<file path="config.mk">
export PLATFORM = sky130hd
export DESIGN_NAME = weighted_rr_arbiter
export DESIGN_NICKNAME = d
export VERILOG_FILES = /design/src/rtl/weighted_rr_arbiter.sv
export SDC_FILE = /design/constraint.sdc
export NUM_CORES = 1
export LEC_CHECK = 0
export CORE_ASPECT_RATIO = 1.5
export CORE_MARGIN = 2
export CORE_UTILIZATION = 45
export DETAILED_ROUTE_END_ITERATION = 16
export GPL_ROUTABILITY_DRIVEN = 0
export GPL_TIMING_DRIVEN = 0
export PLACE_DENSITY = 0.85
export SETUP_SLACK_MARGIN = 0.4
export SYNTH_ARGS = -nofsm -noshare
export SYNTH_HDL_FRONTEND = slang
export SYNTH_SLANG_ARGS = --single-unit
</file>
<file path="constraint.sdc">
create_clock -name clk -period 2.9 [get_ports clk]
set_input_delay 0.435 -clock clk [delete_from_list [all_inputs] [get_ports clk]]
set_output_delay 0.435 -clock clk [all_outputs]
set_load 0.02 [all_outputs]
</file>
<file path="src/rtl/weighted_rr_arbiter.sv">
// Weighted round-robin arbiter: N requesters share one port; each grant lasts up to weight[i] accepted beats.
// Latency: 1 cycle req->grant, back-to-back regrant without a bubble. Backpressure: ready=0 stalls and never consumes credit.
// Optional atomic-sequence lock input enabled by defining WRR_ARB_LOCK_EN.
module weighted_rr_arbiter #(
    parameter  int N  = 4,
    parameter  int WW = 4,
    localparam int IW = $clog2(N)
) (
    input  logic            clk,
    input  logic            rst_n,
    input  logic [N-1:0]    req,
    input  logic [N*WW-1:0] weight,
    input  logic            ready,
`ifdef WRR_ARB_LOCK_EN
    input  logic            lock,
`endif
    output logic [N-1:0]    grant,
    output logic            grant_vld,
    output logic [IW-1:0]   grant_id,
    output logic [WW-1:0]   credit
);

    typedef enum logic {
        S_IDLE    = 1'b0,
        S_GRANTED = 1'b1
    } state_t;

    state_t          r_state;
    logic [N-1:0]    r_grant;
    logic            r_grant_vld;
    logic [IW-1:0]   r_grant_id;
    logic [WW-1:0]   r_credit;
    logic [IW-1:0]   r_ptr;

    logic [WW-1:0]   w_wt [N];
    logic [IW-1:0]   w_win;
    logic            w_any;
    logic [WW-1:0]   w_ew;
    logic            w_cur_req;
    logic            w_beat;
    logic            w_lock;
    logic            w_release;
    logic            w_rearb;

`ifdef WRR_ARB_LOCK_EN
    assign w_lock = lock;
`else
    assign w_lock = 1'b0;
`endif

    for (genvar g = 0; g < N; g++) begin : g_wt
        assign w_wt[g] = weight[g*WW +: WW];
    end

    // Scan from the farthest offset down so the nearest requester after r_ptr wins.
    always_comb begin
        w_any = 1'b0;
        w_win = '0;
        for (int k = N; k >= 1; k--) begin
            if (req[(int'(r_ptr) + k) % N]) begin
                w_any = 1'b1;
                w_win = IW'((int'(r_ptr) + k) % N);
            end
        end
    end

    assign w_ew      = (w_wt[w_win] == '0) ? WW'(1) : w_wt[w_win];
    assign w_cur_req = req[r_grant_id];
    assign w_beat    = (r_state == S_GRANTED) && ready && w_cur_req;
    assign w_release = (r_state == S_GRANTED) &&
                       (!w_cur_req || (w_beat && !w_lock && (r_credit == WW'(1))));
    assign w_rearb   = (r_state == S_IDLE) || w_release;

    always_ff @(posedge clk or negedge rst_n) begin
        if (!rst_n) begin
            r_state     <= S_IDLE;
            r_grant     <= '0;
            r_grant_vld <= 1'b0;
            r_grant_id  <= '0;
            r_credit    <= '0;
            r_ptr       <= IW'(N - 1);
        end else if (w_rearb) begin
            if (w_any) begin
                r_state     <= S_GRANTED;
                r_grant     <= {{(N-1){1'b0}}, 1'b1} << w_win;
                r_grant_vld <= 1'b1;
                r_grant_id  <= w_win;
                r_credit    <= w_ew;
                r_ptr       <= w_win;
            end else begin
                // grant_id deliberately keeps the last holder while idle
                r_state     <= S_IDLE;
                r_grant     <= '0;
                r_grant_vld <= 1'b0;
                r_credit    <= '0;
            end
        end else if (w_beat && !w_lock) begin
            r_credit <= r_credit - WW'(1);
        end
    end

    assign grant     = r_grant;
    assign grant_vld = r_grant_vld;
    assign grant_id  = r_grant_id;
    assign credit    = r_credit;

endmodule

</file>
# [Yosys cells after proc, flatten, opt, wreduce, memory -nomap -nowiden]
# Index checks and enable logic that the tools add are counted.
[op_classes] n_addsub=5 n_mul=0 n_div=0 n_lt_le_gt_ge=6 eq_ne=1 shift=1 muxes=31 bitwise_logic=6 n_reduce_logical=14
[op_table] operator="$mux 4" n=7
[op_table] operator="$lt 3x4->1 const B" n=4
[op_table] operator="$mux 1" n=14
[op_table] operator="$bmux 1 s2" n=5
[op_table] operator="$bmux 4 s2" n=1
[op_table] operator="$mux 2" n=4
[op_table] operator="$reduce_or 2->1" n=4
[op_table] operator="$add 2x1->2 const B" n=2
[op_table] operator="$add 2x2->2 const B" n=2
[op_table] operator="$and 1x1->1 const A" n=4
[op_table] operator="$eq 4x1->1 const B" n=1
[op_table] operator="$logic_and 1x1->1" n=4
[op_table] operator="$logic_not 4->1" n=1
[op_table] operator="$shl 1x2->4 const A" n=1
[op_table] operator="$sub 4x1->4 const B" n=1
[op_table] operator="$ge 3x3->1 const B" n=1
[op_table] operator="$lt 2x3->1 const B" n=1
[op_table] operator="$not 2->3" n=1
[op_table] operator="$logic_or 1x1->1" n=2
[op_table] operator="$reduce_and 2->1" n=1
[op_table] operator="$reduce_bool 2->1" n=1
[op_table] operator="$logic_not 1->1" n=1
[op_table] operator="$not 1->1" n=1
[totals] register_bits=13 latch_bits=0 ramBits=0 mem_bits_ro=0 inputBits=23 out_inout_bits=11 word_cells=69 n_memories=0

# [Depth between registers and ports, before layout]
# Gate-level depths: netlist (run 1).
[logic_depth] depth_word=18 mapped_depth=7 mapped_depth_nobuf=7

# [Worst setup path before layout (run 1)]
# OpenSTA, ideal clock, no wires.
[synth_timing] path_kind="input port to flip-flop" start="input port req[2]" end="register r_grant_id[1] (netlist: grant_id[1])" setup_time_ps=125 arrival_ps=1787 required_ps=2775 path_slack_ps=988 path_stages=5 n_path_buf=1 path_cell_list="buf_2 > mux4_2 > o311a_1 > a21oi_4 > mux2_2"
[synth_between] elab_chain_len=8 elab_cells_between_ends=29 cone_classes="mux (22); reduce/logical (7)"
[synth_lines] element="start, declared" line_no="11" rtl="input logic [N-1:0] req,"
[synth_lines] element="$bmux 1 s2, on equally long branches" line_no="60, 68"
[synth_lines] element="$mux 1, on equally long branches" line_no="60, 68"
[synth_lines] element="$mux 1 (not written as such) or $logic_and 1x1->1 (tied branches)" line_no="60, 69"
[synth_lines] element="$mux 1 or $logic_and 1x1->1 (tied branches)" line_no="60, 71"
[synth_lines] element="$mux 1 or $logic_or 1x1->1 (tied branches)" line_no="60, 71"
[synth_lines] element="$mux 1 or $logic_and 1x1->1 (tied branches)" line_no="60, 70"
[synth_lines] element="$mux 1 or $logic_or 1x1->1 (tied branches)" line_no="60, 72"
[synth_lines] element="$reduce_and 2->1 (no source line)"
[synth_lines] element="end signal, assigned" line_no="87" rtl="r_grant_id <= w_win;"
[synth_lines] element="end, declared" line_no="31" rtl="logic [IW-1:0] r_grant_id;"
# Parallel ways exist; a longest one is shown, timed or not. The select of a mux whose other input is x is not followed.
# A chain may end at the register's enable or synchronous reset.

# [Final worst setup path (run 1)]
[layout_timing] start="input port req[0]" end="register r_credit[0] (netlist: credit[0])"
[layout_between] elab_chain_len=15 elab_cells_between_ends=37 cone_classes="mux (28); bitwise (1); reduce/logical (8)"
[layout_lines] element="$bmux 1 s2" line_no="60" rtl="if (req[(int'(r_ptr) + k) % N]) begin"
[layout_lines] element="$mux 1 (not written as such) (2 in a row)" line_no="60"
[layout_lines] element="$mux 2 (4 in a row)" line_no="60"
[layout_lines] element="$not 2->3 (not written as such)" line_no="67" rtl="assign w_ew = (w_wt[w_win] == '0) ? WW'(1) : w_wt[w_win];"
[layout_lines] element="$bmux 4 s2" line_no="67"
[layout_lines] element="$mux 4 (not written as such) (2 in a row)" line_no="67"
[layout_lines] element="$logic_not 4->1" line_no="67"
[layout_lines] element="$mux 4" line_no="67"
[layout_lines] element="$mux 4" line_no="83" rtl="if (w_any) begin"
[layout_lines] element="$mux 4" line_no="82" rtl="end else if (w_rearb) begin"
[layout_lines] element="end signal, assigned" line_no="88" rtl="r_credit <= w_ew;"
[layout_lines] element="end signal, assigned" line_no="98" rtl="r_credit <= r_credit - WW'(1);"
[layout_lines] element="end, declared" line_no="32" rtl="logic [WW-1:0] r_credit;"
# Parallel ways exist; a longest one is shown, timed or not. The select of a mux whose other input is x is not followed.

==> run summary, run 1 <==
OUTCOME
-----------------------------------------------------------------------------------------
Result of the run                                                            finished, final reports clean

PLACEMENT
-----------------------------------------------------------------------------------------
Port buffer count                                                                      32
Worst slack after detailed placement                                            0.3348 ns
Post-DP HPWL                                                                      2740 um

TIMING
-----------------------------------------------------------------------------------------
Worst slew margin relative to its limit                                            60.60%
Number of endpoints failing setup at the final stage                                    0
Clock tree skew after final layout                                           0.0007962 ns
Final worst path period share                                                      80.77%
Final worst setup slack                                                         0.5576 ns
Transition at the pin with the smallest max-transition slack                    0.5891 ns
Unrepaired setup endpoints after global routing                                        no
Crit path time final                                                             2.342 ns
Slew Viols, Final                                                                       0
Number of hold-slack violations in the final timing report                              0
Setup TNS                                                                            0 ns
Max Freq                                                                       0.4269 GHz

SETUP PATH
-----------------------------------------------------------------------------------------
Slack of the worst reg-to-reg path                                                0.88 ns
Required time of the critical path                                                3.07 ns
Critical Path, Cell by Cell                                                  clkdlybuf4s50_1 > o21a_2 > a211oi_2 > mux2_4 > a2111o_1 > o211ai_2
Cell class contributing the biggest share of worst-path delay                compound AO/OA/AOI/OAI gates
Critical register-to-register path startpoint                                    r_ptr[0]
Slowest cell on the critical path                                            clkdlybuf4s50_1
Buffers & Inverters on Critical Path                                                    1
Capturing point of the worst reg2reg path                                       credit[1]
Worst setup path endpoint                                                       credit[0]
Setup crit start                                                                   req[0]
Setup CP Type                                                                   in -> reg
Critical Path AT                                                                  2.51 ns
Startpoint type of the worst setup path                                      primary input
Type of element capturing the critical path                                          flop
Worst R2R Path Depth                                                                    6
Critical Path Stages                                                                    6
Largest stage delay on the critical path                                          0.52 ns
Max Fanout on Critical Path                                                             7

CLOCK TREE
-----------------------------------------------------------------------------------------
Setup Fix Bufs, Post-CTS                                                                0
Sink Count                                                                             13
Number of buffers inserted during clock tree synthesis                                  3
H-tree depth reported by CTS                                                            1
Clock slew seen by the registers of the worst setup and hold paths                0.05 ns
Count of hold-fix buffers inserted at cts                                               0
Clk_lat worst skew                                                                0.24 ns
# resized after CTS                                                                     0
TritonCTS clock tree                                                                 done
Clock tree buffer depth                                                                 2
Root buffer selected by CTS                                                      clkbuf_8

RUN
-----------------------------------------------------------------------------------------
Max Cap Viol                                                                            0

MIN PATH
-----------------------------------------------------------------------------------------
Path type of the worst min-delay path                                          reg -> reg
Worst hold path startpoint                                                       grant[1]

DRT
-----------------------------------------------------------------------------------------
Average routed wire per standard cell                                            16.40 um
Total DRC errors in the routed layout                                                   0
Pre-Repair DR Iteration Count                                                           4
Residual antenna-violating net count after detailed routing                             0
1st-iter DRT viols                                                                     42
Detail-routed via count per cell                                                    6.119
Total via count after detailed routing                                               1285
Total Wirelength                                                                  3445 um

POWER
-----------------------------------------------------------------------------------------
Power density normalized to cell area                                        894.1 nW/um^2
Lkg Pwr                                                                      0.0006451 uW
Worst IR Drop VDD                                                                578.3 uV

SYNTH
-----------------------------------------------------------------------------------------
Post-synthesis cell type with the largest combined area                           dfrtp_1
Number of warnings reported in the yosys synthesis log                                  0
Proportion of register bits with asynchronous set or reset after synthesis         100.0%
Post-Synthesis Cells                                                                  137
Number of synthesized register bits                                                    13
Seq/Total Area, Yosys                                                              26.17%
Count of flip-flops with a built-in enable after synthesis                              0
Synth Area per Inst                                                            9.142 um^2
Area fraction of the dominant cell type after synthesis                            21.98%
Most used flip-flop cell after synthesis                                          dfrtp_1
Leading cell types by total area after synthesis                             dfrtp_1 22%, nor4bb_1 6.4%, a211o_1 6.3%
Post-Synthesis Net Count                                                              162
Library cells used by synthesis                                                        45
Synthesized cell area                                                           1252 um^2

GLOBAL ROUTING
-----------------------------------------------------------------------------------------
Maximum number of pins on one net before global-route repair                           14
Overflow after GRT                                                                      0
Wire length of the first global-routing pass                                      5485 um
Antenna violations before repair                                                        0
Number of global-route vias before repair                                            1255
Total Routing Usage GR                                                             23.89%

FLOORPLANNING
-----------------------------------------------------------------------------------------
Die outline area                                                                3230 um^2
CORE AREA                                                                       2648 um^2
Row count                                                                              23
Die height                                                                       68.62 um
Number of placed I/O pins                                                              34
Initial standard-cell utilization of the core                                      47.31%
Horizontal die dimension                                                         47.08 um

FINAL LAYOUT
-----------------------------------------------------------------------------------------
Antenna diode count                                                                     0
Number of nets in the layout                                                          199
Number of fillers in the final layout                                                 234
Area delta synth->final                                                            32.87%
Share of final-layout standard cells stronger than drive strength 1                14.45%

## cell families (layout without fill, tap and decap cells)
group	Yosys count	after routing	synth area share, %
buf+inv	16	52	7.493
mux	5	5	5.594
flops	13	13	26.17
fa+ha+maj	2	2	1.998
simple gates	43	43	22.38
compound gates	58	58	36.36
## flip-flops by register name, summed over array words and instances, names as in the netlist
name and count:
grant_vld 1, r_ptr 2, credit 4, grant_id 2, grant 4
## worst register-to-register path, cell delays in order, from the launching register on
cell and delay, ns:
dfstp_2 0.56, buf_2 0.22, nor2b_1 0.09, o21a_1 0.24, a2111oi_1 0.46, o21ai_0 0.19, a22oi_1 0.17
## layer usage
layer | wire length (um) | part of all wire (%) | global-route usage (%)
met1 | 1404 | 41 | 25.85
met2 | 1827 | 53 | 42.29
met3 | 111 | 3.2 | 2.865
met4 | 102 | 3.0 | 14.58
met5 | 0 | 0 | 0
## cells in the mapped netlist (4+ instances only)
library cell / count
buf_2: 6
nor4bb_1: 8
nand2_1: 7
o21ai_0: 12
o31ai_1: 4
a311oi_1: 7
a21oi_1: 4
nor3b_1: 7
a211o_1: 9
nor2_1: 9
inv_1: 5
dfrtp_1: 11
## power breakdown
part	switching (uW)	internal, uW	leakage (uW)
logic	527	446	0.000469
registers	76.5	276	0.000153
clock network	64.9	97.2	0.0000228
## worst min-delay path by stage
stage | to | slack [ns] | cells past startpoint
2_1_floorplan | credit[0] | 0.14 | 0
3_3_place_gp | grant[1] | 0.47 | 2
3_5_place_dp | grant[3] | 0.47 | 2
4_1_cts | grant[1] | 0.49 | 2
5_1_grt | grant[3] | 0.51 | 2
6_report | grant[1] | 0.48 | 2
## metrics by stage
stage | instance area, um^2 | utilization (%) | total power, uW | hold slack, ns | cells
floorplan | 1252 | - | 1008 | 0.1394 | 137
detailed placement | 1619 | 61.15 | 1322 | 0.4742 | 206
global placement | 1619 | 61.15 | 1283 | 0.4671 | 206
CTS | 1664 | 62.85 | 1493 | 0.4853 | 210
global route | 1664 | 62.85 | 1602 | 0.5111 | 210
finish | 1664 | 62.85 | 1488 | 0.4812 | 210
## layout by cell type, fill, tap and decap left out, types with 2 or more instances in the layout
cell type	netlist	routed
clkdlybuf4s50_1	0	32
o21ai_0	12	12
dfrtp_1	11	11
nor2_1	9	9
a211o_1	9	9
nor4bb_1	8	8
nand2_1	7	7
nor3b_1	7	7
a311oi_1	7	7
buf_2	6	6
inv_1	5	5
a21oi_1	4	4
o31ai_1	4	4
nand2b_1	3	3
buf_6	3	3
nand3_1	3	3
a32oi_1	3	3
clkbuf_8	0	3
clkbuf_1	1	2
nor2b_1	2	2
a21o_1	2	2
a2111o_1	2	2
mux2_2	2	2
a21boi_0	2	2
ha_1	2	2
dfstp_2	2	2
## cell type report
type	count	area (um^2)	area share, %
multi-input combinational	108	830.8	49.92
sequential	13	327.8	19.70
timing repair buffer	32	320.3	19.25
buffer	11	75.07	4.511
tap	37	46.29	2.782
clock buffer	4	45.04	2.707
inverter	5	18.77	1.128
Power figures use the tool's default switching activity.
==> inputs of run 2 (changes only) <==
--- a/config.mk
+++ b/config.mk
@@ -7,7 +7,7 @@
 export LEC_CHECK = 0
 export CORE_ASPECT_RATIO = 1.5
 export CORE_MARGIN = 2
-export CORE_UTILIZATION = 45
+export CORE_UTILIZATION = 43
 export DETAILED_ROUTE_END_ITERATION = 16
 export GPL_ROUTABILITY_DRIVEN = 0
 export GPL_TIMING_DRIVEN = 0
==> constraint.sdc (replaced) <==
create_clock -name clk -period 1.99 [get_ports clk]
set_input_delay 0.2985 -clock clk [delete_from_list [all_inputs] [get_ports clk]]
set_output_delay 0.2985 -clock clk [all_outputs]
set_load 0.02 [all_outputs]
==> run summary, run 2 (synthesis results as in run 1) <==
OUTCOME
----------------------------------------------------------------------------------
Result of the run                                                     finished, final reports clean

TIMING
----------------------------------------------------------------------------------
Clock tree skew after final layout                                     0.003528 ns
Number of endpoints failing setup at the final stage                             0
Final worst setup slack                                                 0.09304 ns
Final worst path period share                                               95.32%
Unrepaired setup endpoints after global routing                                yes
Slew Viols, Final                                                                0
Worst slew margin relative to its limit                                     62.50%
Transition at the pin with the smallest max-transition slack             0.5608 ns
Setup TNS                                                                     0 ns
Number of hold-slack violations in the final timing report                       0
Max Freq                                                                0.5272 GHz
Crit path time final                                                      1.897 ns

MIN PATH
----------------------------------------------------------------------------------
Path type of the worst min-delay path                                  in -> async

DRT
----------------------------------------------------------------------------------
Pre-Repair DR Iteration Count                                                    4
Total via count after detailed routing                                        1409
Residual antenna-violating net count after detailed routing                      0
Detail-routed via count per cell                                             6.047
Average routed wire per standard cell                                     18.90 um
Total Wirelength                                                           4404 um
1st-iter DRT viols                                                              36
Total DRC errors in the routed layout                                            0

FINAL LAYOUT
----------------------------------------------------------------------------------
Antenna diode count                                                              0
Post-layout instance count excluding filler cells                              233
Most common cell after layout, fill and taps aside                    clkdlybuf4s50_1
Number of nets in the layout                                                   220
Area delta synth->final                                                     69.93%
Final core occ                                                              74.61%
Share of final-layout standard cells stronger than drive strength 1         39.18%
Highest-count cells in the layout ignoring fill and taps              25 x clkdlybuf4s50_1, 17 x buf_4, 11 x buf_6

GLOBAL ROUTING
----------------------------------------------------------------------------------
Wire length of the first global-routing pass                               6299 um
Total Routing Usage GR                                                      25.40%
Antenna violations before repair                                                 0
Number of global-route vias before repair                                     1408
Overflow after GRT                                                               0
Maximum number of pins on one net before global-route repair                    14

CLOCK TREE
----------------------------------------------------------------------------------
Number of buffers inserted during clock tree synthesis                           3
Clk_lat worst skew                                                         0.23 ns
Root buffer selected by CTS                                               clkbuf_8
Clock tree buffer depth                                                          2
H-tree depth reported by CTS                                                     1
Clock slew seen by the registers of the worst setup and hold paths         0.05 ns
TritonCTS clock tree                                                          done
Sink Count                                                                      13

FLOORPLANNING
----------------------------------------------------------------------------------
CORE AREA                                                                2853 um^2
Number of placed I/O pins                                                       34
Die outline area                                                         3369 um^2
Die height                                                                70.10 um
Row count                                                                       24
Initial standard-cell utilization of the core                               43.90%
Horizontal die dimension                                                  48.07 um

SETUP PATH
----------------------------------------------------------------------------------
Critical Path AT                                                           1.99 ns
Startpoint type of the worst setup path                                       flop
Type of element capturing the critical path                                   flop
Max Fanout on Critical Path                                                      6
Setup CP Type                                                           reg -> reg
Worst R2R Path Depth                                                             7
Required time of the critical path                                         2.09 ns

POWER
----------------------------------------------------------------------------------
Overall Power                                                              3045 uW
Worst IR Drop VDD                                                         978.3 uV
Power density normalized to cell area                                 1431 nW/um^2
Lkg Pwr                                                               0.0008638 uW

RUN
----------------------------------------------------------------------------------
Max Cap Viol                                                                     0

PLACEMENT
----------------------------------------------------------------------------------
Cell Count Post-Placement                                                      208
Port buffer count                                                               32
Worst slack after detailed placement                                    -0.6441 ns
Post-DP HPWL                                                               2814 um

## run 2: changes by cell type in the layout (fill, tap and decap cells not counted), moves of 3 or more
cell / delta
clkdlybuf4s50_1: -7
o31ai_1: -4
buf_6: +8
a311oi_2: +3
buf_4: +16
nand2_2: +3
dlygate4sd2_1: +3
buf_2: -4
a311oi_1: -3
o31ai_4: +4
nand2_1: -5
dlymetal6s2s_1: +3
## run 2: where the power goes
group | internal (uW) | leakage [uW] | switching [uW]
sequential | 404 | 0.000152 | 143
combinational | 1170 | 0.000689 | 1100
clock | 140 | 0.0000228 | 80.3
total | 1720 | 0.000864 | 1330
## run 2: layer usage
| metal | share of wire [%] | wire, um | vias up | track usage, % |
|---|---|---|---|---|
| met1 | 39 | 1735 | 698 | 28.74 |
| li1 | - | - | 664 | - |
| met5 | 0 | 0 | - | 0 |
| met4 | 2.8 | 125 | 0 | 16.22 |
| met2 | 56 | 2464 | 37 | 41.63 |
| met3 | 1.8 | 78 | 10 | 3.101 |
## run 2: critical path: stages, from the launching register on
cell and delay (ns):
dfstp_2 0.39, buf_6 0.14, buf_4 0.13, nor4bb_1 0.29, a311oi_1 0.08, a2111o_1 0.49, nand3_1 0.13, o211ai_2 0.11
## run 2: final timing paths
check                         start           to  slack (ns)
setup / recovery           r_ptr[0]    credit[0]        0.09
hold / removal                rst_n     grant[2]        0.43
setup reg to reg           r_ptr[0]    credit[0]        0.09
hold reg to reg            grant[2]     grant[2]        0.52
max in group asynchronous     rst_n  grant_id[1]        1.16
min in group clk           grant[2]     grant[2]        0.52
## run 2: per-stage QoR
stage	hold slack [ns]	cell area [um^2]
global placement	0.4689	1684
global route	0.4623	2128
floorplan	0.002909	1315
CTS	0.4458	1924
detailed placement	0.4698	1684
finish	0.4307	2128
## run 2: timing repair
action	in CTS	in global routing
hold buffers	0	0
cloned	1	0
endpoints found under the setup margin	13	14
endpoints found under the hold margin	0	0
buffers inserted	10	10
gates resized for setup	27	29
pin swaps	11	12
## run 2: layout make-up
class,instances,area [um^2]
flip-flops and latches,13,329.1
fillers,190,724.4
inverters,5,18.77
repair buffers,53,504.2
plain buffers,11,121.4
multi-input cells,108,1061
clock buffers,4,45.04
well taps,39,48.80
==> inputs of run 3 (changes only) <==
--- a/config.mk
+++ b/config.mk
@@ -5,11 +5,12 @@
 export SDC_FILE = /design/constraint.sdc
 export NUM_CORES = 1
 export LEC_CHECK = 0
+export CAP_MARGIN = 25
 export CORE_ASPECT_RATIO = 1.5
 export CORE_MARGIN = 2
 export CORE_UTILIZATION = 43
+export CTS_CLUSTER_SIZE = 25
 export DETAILED_ROUTE_END_ITERATION = 16
-export GPL_ROUTABILITY_DRIVEN = 0
 export GPL_TIMING_DRIVEN = 0
 export PLACE_DENSITY = 0.85
 export SETUP_SLACK_MARGIN = 0.4
==> run summary, run 3 (synthesis results as in run 1) <==
RUN
----------------------------------------------------------------------------------
Max Cap Viol                                                                     0

CLOCK TREE
----------------------------------------------------------------------------------
Number of buffers inserted during clock tree synthesis                           3
Root buffer selected by CTS                                               clkbuf_8
Clock slew seen by the registers of the worst setup and hold paths         0.05 ns
Clock tree buffer depth                                                          2
Sink Count                                                                      13
Clk_lat worst skew                                                         0.24 ns
TritonCTS clock tree                                                          done
H-tree depth reported by CTS                                                     1

TIMING
----------------------------------------------------------------------------------
Transition at the pin with the smallest max-transition slack             0.5628 ns
Slew Viols, Final                                                                0
Crit path time final                                                      1.964 ns
Max Freq                                                                0.5091 GHz
Number of endpoints failing setup at the final stage                             0
Worst slew margin relative to its limit                                     62.36%
Number of hold-slack violations in the final timing report                       0
Final worst setup slack                                                 0.02594 ns
Clock tree skew after final layout                                     0.004234 ns
Unrepaired setup endpoints after global routing                                yes
Final worst path period share                                               98.70%
Setup TNS                                                                     0 ns

DRT
----------------------------------------------------------------------------------
Average routed wire per standard cell                                     17.90 um
Detail-routed via count per cell                                             6.187
Total via count after detailed routing                                        1392
Residual antenna-violating net count after detailed routing                      0
Total Wirelength                                                           4027 um
Pre-Repair DR Iteration Count                                                    4
Total DRC errors in the routed layout                                            0
1st-iter DRT viols                                                              38

POWER
----------------------------------------------------------------------------------
Lkg Pwr                                                               0.0007942 uW
Worst IR Drop VDD                                                         818.2 uV
Power density normalized to cell area                                 1377 nW/um^2

FLOORPLANNING
----------------------------------------------------------------------------------
Die outline area                                                         3369 um^2
Number of placed I/O pins                                                       34
Die height                                                                70.10 um
Initial standard-cell utilization of the core                               43.90%
Row count                                                                       24
Horizontal die dimension                                                  48.07 um
CORE AREA                                                                2853 um^2

SETUP PATH
----------------------------------------------------------------------------------
Critical register-to-register path startpoint                             r_ptr[0]
Critical Path AT                                                           2.11 ns
Type of element capturing the critical path                                   flop
Setup crit start                                                          r_ptr[0]
Max Fanout on Critical Path                                                      8
Slowest cell on the critical path                                          dfstp_2
Startpoint type of the worst setup path                                       flop
Critical Path, Cell by Cell                                           buf_6 > nor4bb_1 > a311oi_1 > a2111oi_4 > a2111o_1 > o211ai_2
Largest stage delay on the critical path                                   0.58 ns
Buffers & Inverters on Critical Path                                             1
Cell class contributing the biggest share of worst-path delay         compound AO/OA/AOI/OAI gates
Required time of the critical path                                         2.14 ns
Setup CP Type                                                           reg -> reg

GLOBAL ROUTING
----------------------------------------------------------------------------------
Maximum number of pins on one net before global-route repair                    14
Overflow after GRT                                                               0
Antenna violations before repair                                                 0
Routing usage on met2                                                       44.00%
Total Routing Usage GR                                                      24.74%
Global routing usage on met3                                                1.809%
Most congested layer reported by global routing                               met2
Number of global-route vias before repair                                     1399
Met1 Track Usage GR                                                         28.31%
Wire length of the first global-routing pass                               6196 um

FINAL LAYOUT
----------------------------------------------------------------------------------
Most common cell after layout, fill and taps aside                    clkdlybuf4s50_1
Area of the multi-input gates                                           973.4 um^2
Share of final-layout standard cells stronger than drive strength 1         30.11%
Area taken by flip-flops and latches                                    329.1 um^2
Highest-count cells in the layout ignoring fill and taps              24 x clkdlybuf4s50_1, 14 x buf_4, 10 x dfrtp_1
Antenna diode count                                                              0
Number of fillers in the final layout                                          234
Area delta synth->final                                                     55.64%
Number of nets in the layout                                                   212

PLACEMENT
----------------------------------------------------------------------------------
Port buffer count                                                               32
Worst slack after detailed placement                                    -0.5205 ns
Post-DP HPWL                                                               2866 um
GPL Wtd Cong                                                                0.8860

MIN PATH
----------------------------------------------------------------------------------
Path type of the worst min-delay path                                  in -> async

OUTCOME
----------------------------------------------------------------------------------
Result of the run                                                     finished, final reports clean

run 3: cell count changes in the layout (fill, tap and decap cells not counted), sizes merged:
| cell | change |
|---|---|
| buf | -6 |
| dlygate4sd2 | +1 |
| clkdlybuf4s50 | -1 |
| clkbuf | -2 |
| clkdlybuf4s15 | -1 |
| dlymetal6s2s | +1 |
run 3: final timing paths:
path,endpoint,cells after the start,slack (ns)
min reg2reg,grant[2],2,0.49
max,credit[0],6,0.03
max reg2reg,credit[0],6,0.03
max in group asynchronous,grant_id[1],1,1.16
min,grant_id[0],1,0.42
min in group clk,grant[2],2,0.49
run 3: power by group:
group	leakage [uW]	internal [uW]	switching, uW
combinational	0.000620	956	970
clock	0.0000228	141	84.7
sequential	0.000152	404	128
total	0.000794	1500	1180
run 3: layer usage:
| metal | wire (um) | vias up |
|---|---|---|
| li1 | - | 648 |
| met1 | 1523 | 671 |
| met2 | 2219 | 54 |
| met3 | 147 | 19 |
| met4 | 137 | 0 |
| met5 | 0 | - |
run 3: through the flow:
step | utilization, % | cell area, um^2 | power [uW] | instances | hold WS, ns
after floorplan | - | 1315 | 1583 | 137 | 0.002909
after global placement | 59.04 | 1684 | 2002 | 208 | 0.4682
after detailed placement | 59.04 | 1684 | 2056 | 208 | 0.4777
after CTS | 65.09 | 1857 | 2506 | 221 | 0.4389
after global routing | 68.33 | 1949 | 2853 | 225 | 0.4635
final | 68.33 | 1949 | 2684 | 225 | 0.4247
run 3: repair_timing:
item / CTS / global route
cloned: 0 / 0
gates resized for setup: 21 / 13
pin swaps: 6 / 6
endpoints found under the setup margin: 13 / 16
hold buffers: 0 / 0
buffers inserted: 9 / 4
run 3: area by class of cell:
type | instances | area share, %
buffer | 11 | 5.135
clock buffer | 4 | 2.311
tap | 39 | 2.503
inverter | 5 | 0.9628
timing repair buffer | 45 | 22.27
sequential | 13 | 16.88
multi-input combinational | 108 | 49.94
